`config.mk`:
```
export PLATFORM = sky130hd
export DESIGN_NAME = register_file
export DESIGN_NICKNAME = d
export VERILOG_FILES = /design/src/rtl/register_file.sv
export SDC_FILE = /design/constraint.sdc
export NUM_CORES = 1
export LEC_CHECK = 0
export CORE_AREA = 2 2 221 223
export CTS_BUF_LIST = sky130_fd_sc_hd__clkbuf_2 sky130_fd_sc_hd__clkbuf_4 sky130_fd_sc_hd__clkbuf_8
export CTS_CLUSTER_SIZE = 25
export DETAILED_ROUTE_END_ITERATION = 8
export DIE_AREA = 0 0 223 225
export GPL_ROUTABILITY_DRIVEN = 0
export HOLD_SLACK_MARGIN = 0.05
export MAX_ROUTING_LAYER = met4
export PLACE_DENSITY = 0.86
export SETUP_SLACK_MARGIN = 0.02
export SLEW_MARGIN = 15
export SYNTH_ARGS = -nofsm -noshare
export SYNTH_HDL_FRONTEND = slang
export SYNTH_SLANG_ARGS = --single-unit
```
`constraint.sdc`:
```
create_clock -name clk -period 2.8 [get_ports clk]
set_input_delay 0.42 -clock clk [delete_from_list [all_inputs] [get_ports clk]]
set_output_delay 0.42 -clock clk [all_outputs]
set_load 0.02 [all_outputs]
```
`src/rtl/register_file.sv`:
```
// Sixteen-entry, 32-bit register file with one write port, two combinational
// read ports and an auto-incrementing program counter held in R15.
// Reads of R15 see the PC plus a fixed pipeline offset. Reads of R0-R14
// forward the data being written in the same cycle. R15 is never forwarded.
module register_file #(
   parameter logic [31:0] PC_RESET    = 32'h0000_0000,
   parameter logic [31:0] PC_INC      = 32'd4,
   parameter logic [31:0] PC_READ_OFS = 32'd8
) (
   input  logic        clk,
   input  logic        reset_n,
   input  logic        we,
   input  logic [3:0]  wa,
   input  logic [31:0] wd,
   input  logic        pc_en,
   input  logic [3:0]  ra_a,
   input  logic [3:0]  ra_b,
   output logic [31:0] rd_a,
   output logic [31:0] rd_b,
   output logic [31:0] pc
);

   logic [31:0] regs_q [16];
   logic [31:0] regs_d [16];
   logic        pcWrite;
   logic [31:0] pcRead;

   assign pcWrite = we && (wa == 4'd15);
   assign pcRead  = regs_q[15] + PC_READ_OFS;

   // Next-state: an explicit write to R15 takes priority over the increment.
   always_comb begin
      regs_d = regs_q;
      if (we) begin
         regs_d[wa] = wd;
      end
      if (pc_en && !pcWrite) begin
         regs_d[15] = regs_q[15] + PC_INC;
      end
   end

   // State register: reset clears R0-R14 and loads the PC start address.
   always_ff @(posedge clk or negedge reset_n) begin
      if (!reset_n) begin
         for (int i = 0; i < 15; i++) begin
            regs_q[i] <= 32'h0;
         end
         regs_q[15] <= PC_RESET;
      end else begin
         regs_q <= regs_d;
      end
   end

   assign rd_a = (ra_a == 4'd15)          ? pcRead :
                 (we && (wa == ra_a))     ? wd     : regs_q[ra_a];
   assign rd_b = (ra_b == 4'd15)          ? pcRead :
                 (we && (wa == ra_b))     ? wd     : regs_q[ra_b];
   assign pc   = regs_q[15];

endmodule

```
==> flow_metrics.tcl, run 1 <==
set metrics [dict create \
    run_status "stopped before the end" \
    lastStage "global routing" \
    error "[ERROR GRT-0232] Routing congestion too high. Check the congestion heatmap in the GUI." \
    ys_top_cells_by_area "dfrtp_1, mux2_2, mux4_2" \
    cts_root_buf "clkbuf_8" \
    fp.dieW_um 223 \
    antenna_found_initial 17 \
    initial_core_util 0.625 \
    synth-edff-count 0 \
    worst-ep-kind "primary output" \
    synth_top_area_frac 0.431 \
    syn_nets 2334 \
    ys_ff_latch 512 \
    synth_top_area_cell "dfrtp_1" \
    cts.sinks 512 \
    hpwl_mm 67.1 \
    yosys_warnings 0 \
    place_area_um2 34000 \
    grt_start_max_net_pins 117 \
    io_buffers 143 \
    pre_cts_ws_ns -0.646 \
    cts_made_buffers 83 \
    syn_area_per_cell_um2 13.0 \
    grt-ovfl-total 73 \
    io_pins 144 \
    mappedNetlistArea_um2 29700 \
    ys_types 60 \
    globalRouteTotalUtil 0.771 \
    htreeDepth 3 \
    yosysSeqAreaShare 0.431 \
    die_h_um 225 \
    clockBufferDepth 3 \
    synth_async_sr_flop_share 1.00 \
    postGrtWorstEndpoint "rd_b[20]" \
    synthFlopType "dfrtp_1" \
    syn_inst 2284 \
    rows 80 \
]
## timing repair
action                     CTS
setup endpoints to repair   64
hold buffers                 1
hold endpoints to repair    40
cloned                       2
buffers inserted            33
pin swaps                   75
resized for setup          542
## metrics by stage
stage / std cells / setup TNS, ns
floorplan: 2284 / 0
global placement: 3113 / -28.41
detailed placement: 3113 / -33.38
CTS: 3284 / -6.77
## layer usage
metal / track usage / overflow
met1: 0.749 / 23
met2: 0.881 / 17
met3: 0.719 / 17
met4: 0.671 / 16
met5: - / -
## cells by family after synthesis
| kind of cell | Yosys count | share of synthesized area |
|---|---|---|
| muxes | 838 | 0.383 |
| AOI/OAI and AO/OA | 268 | 0.0585 |
| and+or+nand+nor | 334 | 0.0566 |
| DFF | 512 | 0.431 |
| xor gates and xnor gates | 64 | 0.0189 |
| adders and majority gates | 2 | 0.000842 |
| buffers and inverters | 266 | 0.0511 |
## cell usage after synthesis (6+ instances only)
| library cell | count |
|---|---|
| xnor2_1 | 26 |
| clkbuf_1 | 81 |
| and3_1 | 37 |
| o22ai_1 | 102 |
| mux2_2 | 491 |
| o21ai_0 | 45 |
| xor2_1 | 38 |
| nor2_1 | 114 |
| o221ai_1 | 6 |
| dfrtp_1 | 512 |
| buf_1 | 8 |
| buf_4 | 59 |
| a221oi_1 | 17 |
| a211oi_1 | 32 |
| nand2_1 | 80 |
| clkbuf_8 | 7 |
| buf_6 | 14 |
| nand3_1 | 19 |
| nand3b_1 | 7 |
| buf_2 | 92 |
| mux2_1 | 6 |
| nand2b_1 | 7 |
| nand4_1 | 21 |
| nor3_1 | 9 |
| nor2b_1 | 10 |
| mux2i_1 | 151 |
| mux4_2 | 189 |
| o221a_2 | 6 |
| a21oi_1 | 40 |
==> inputs of run 2 (changes only) <==
CORE_AREA = 2 2 276 278   (was 2 2 221 223)
CTS_BUF_LIST = default   (was sky130_fd_sc_hd__clkbuf_2 sky130_fd_sc_hd__clkbuf_4 sky130_fd_sc_hd__clkbuf_8)
CTS_CLUSTER_SIZE = default   (was 25)
DIE_AREA = 0 0 278 280   (was 0 0 223 225)
HOLD_SLACK_MARGIN = default   (was 0.05)
MAX_ROUTING_LAYER = default   (was met4)
PLACE_DENSITY = default   (was 0.86)
PLACE_DENSITY_LB_ADDON = 0.15   (was default)
SETUP_SLACK_MARGIN = default   (was 0.02)
==> run 2 against run 1 <==
Against the previous run: the flow now finishes, with violations (negative setup slack); synthesized cell count is the same; synthesized area is the same.
==> flow_metrics.tcl, run 2 <==
set metrics [dict create \
    ant_nets 0 \
    mappedNetlistArea_um2 29700 \
    fin_tns_setup_ns -5.25 \
    cp_max_fo 5 \
    mostFrequentLayoutCells "dfrtp_1, mux2_2, buf_4, mux4_2, mux2i_1" \
    finalCritPeriodShare 1.09 \
    critPathArrivalTime_ns 2.64 \
    power_leakage_nw 16.0 \
    cts.sinks 512 \
    antennaDiodeCount 0 \
    syn_nets 2334 \
    utilization 0.506 \
    grt-ovfl-total 0 \
    grt_pass1_vias 23100 \
    cts_made_buffers 57 \
    cp.required_ns 2.38 \
    rows 101 \
    n_fill_cell 6383 \
    critPathCaptureType "primary output" \
    violations "negative setup slack" \
    ys_top_cells_by_area "dfrtp_1, mux2_2, mux4_2" \
    wirelength_mm 109 \
    setup_viol 39 \
    grt_setup_unrepaired "true" \
    tightestPinTransition_ns 0.550 \
    core_um2 75200 \
    io_buffers 143 \
    crit_type "flop to primary output" \
    ys_types 60 \
    relSlewSlack 0.634 \
    finalHoldViolations 0 \
    htreeDepth 2 \
    die_area_um2 77800 \
    syn_inst 2284 \
    setup_slack_ns -0.260 \
    clkTransAtPathRegs_ns 0.06 \
    start_kind "flop" \
    place_area_um2 34700 \
    wl_per_cell_um 29.8 \
    hp-class "input pin to asynchronous set/reset pin" \
    cts_tree "done" \
    max_freq_mhz 327 \
    power.density_nw_per_um2 737 \
    vias 22100 \
    final_common_cell "dfrtp_1" \
    yosysSeqAreaShare 0.431 \
    yosys_warnings 0 \
    initial_core_util 0.395 \
    die_h_um 280 \
    antenna_found_initial 3 \
    synth_common_cells "dfrtp_1, mux2_2, mux4_2, mux2i_1, nor2_1" \
    grt_start_max_net_pins 85 \
    drive_gt1_frac 0.534 \
    largest_register_ffs 480 \
    dp.cells 3516 \
    synth_top_area_frac 0.431 \
    globalRouteTotalUtil 0.279 \
    finClkSkew_ns 0.0204 \
    route.detailed.drc 0 \
    cts_root_buf "clkbuf_16" \
    cap_violations 0 \
    hpwl_mm 72.3 \
    ys_ff_latch 512 \
    multiInputGateArea_um2 16600 \
    synthFlopType "dfrtp_1" \
    ff_latch_area_um2 12800 \
    clockBufferDepth 3 \
    insertion_delay_ns 0.63 \
    io_pins 144 \
    regMostFlops "regs_q" \
    syn_area_per_cell_um2 13.0 \
    fp.dieW_um 278 \
    dr.pass1.iters 5 \
    final_area_um2 38000 \
    areaGrowthSynthToFinish_pct 27.9 \
    synth_async_sr_flop_share 1.00 \
    irDropWorstVdd_mv 0.508 \
    period_needed_ns 3.06 \
    nets 2682 \
    fin_cells 3652 \
    drt_iter0_drc 2130 \
    run_status "finished, violations left" \
    grt_pass1_wl_mm 160 \
    synth_top_area_cell "dfrtp_1" \
    slew_viol_final 0 \
    synth-edff-count 0 \
    yosys.cell_count.top_type "dfrtp_1" \
    vias_per_cell 6.06 \
]
## run 2: cell counts after synthesis
Identical to the previous run, type by type.
## run 2: cell type report
| cell class | count | area share |
|---|---|---|
| multi-input cells | 1506 | 0.436 |
| flip-flops and latches | 512 | 0.337 |
| repair buffers | 554 | 0.146 |
| clock buffers | 92 | 0.0478 |
| well taps | 978 | 0.0322 |
| clock inverters | 9 | 0.00155 |
| inverters | 1 | 0.0000987 |
## run 2: metal layers
metal | vias to the layer above | share of wire | GRT usage
met2 | 860 | 0.47 | 0.443
met4 | 2 | 0.034 | 0.0955
li1 | 9320 | - | -
met3 | 219 | 0.069 | 0.0530
met1 | 11700 | 0.43 | 0.385
met5 | - | 0.00012 | 0
## run 2: per-stage QoR
step,hold slack [ns],power [mW],setup slack (ns)
5_1_grt,0.368,29.2,-0.315
6_report,0.335,28.0,-0.260
4_1_cts,0.333,27.8,-0.259
3_5_place_dp,0.406,19.5,-0.831
3_3_place_gp,0.400,19.2,-0.852
2_1_floorplan,0.124,15.9,0.272
## run 2: cells by family (layout without fill, tap and decap cells)
| group | Yosys count | count (layout) | synth area share |
|---|---|---|---|
| fa+ha+maj | 2 | 2 | 0.000842 |
| buf+inv | 266 | 656 | 0.0511 |
| simple gates | 334 | 334 | 0.0566 |
| compound gates | 268 | 268 | 0.0585 |
| flops | 512 | 512 | 0.431 |
| mux | 838 | 838 | 0.383 |
| xor+xnor | 64 | 64 | 0.0189 |
## run 2: final timing paths
check                                        start  depth (start not counted)  slack, ns                       to
setup / recovery                 pc[6]$_DFFE_PN0P_                          8      -0.26                 rd_b[31]
setup reg to reg                 pc[3]$_DFFE_PN0P_                         10       0.54       pc[26]$_DFFE_PN0P_
hold / removal                             reset_n                          2       0.33  regs_q[416]$_DFFE_PN0P_
min in group clk           regs_q[353]$_DFFE_PN0P_                          1       0.52  regs_q[353]$_DFFE_PN0P_
max in group asynchronous                  reset_n                          3       1.52       pc[30]$_DFFE_PN0P_
hold reg to reg            regs_q[353]$_DFFE_PN0P_                          1       0.52  regs_q[353]$_DFFE_PN0P_
## run 2: repair_timing
action / 4_1_cts / 5_1_grt
pin swaps: 70 / 38
buffers inserted: 29 / 14
hold buffers: 1 / 0
resized for setup: 524 / 68
hold endpoints to repair: 47 / 0
gates cloned: 1 / 0
setup endpoints to repair: 64 / 62
## run 2: worst max-delay path, cell delays in order (launching register included)
cell     delay, ns
dfrtp_1       0.44
nand4_4       0.20
nor3_4        0.23
buf_6         0.15
nand4_1       0.24
xor2_2        0.26
o22ai_2       0.22
buf_6         0.16
buf_6         0.12
## run 2: power breakdown
group / internal (mW) / total [mW] / switching [mW]
Combinational: 5.32 / 9.81 / 4.49
Sequential: 9.19 / 10.6 / 1.43
Clock: 4.40 / 7.60 / 3.20
Total: 18.9 / 28.0 / 9.11
Note: power is estimated with default switching activity, not from simulation.
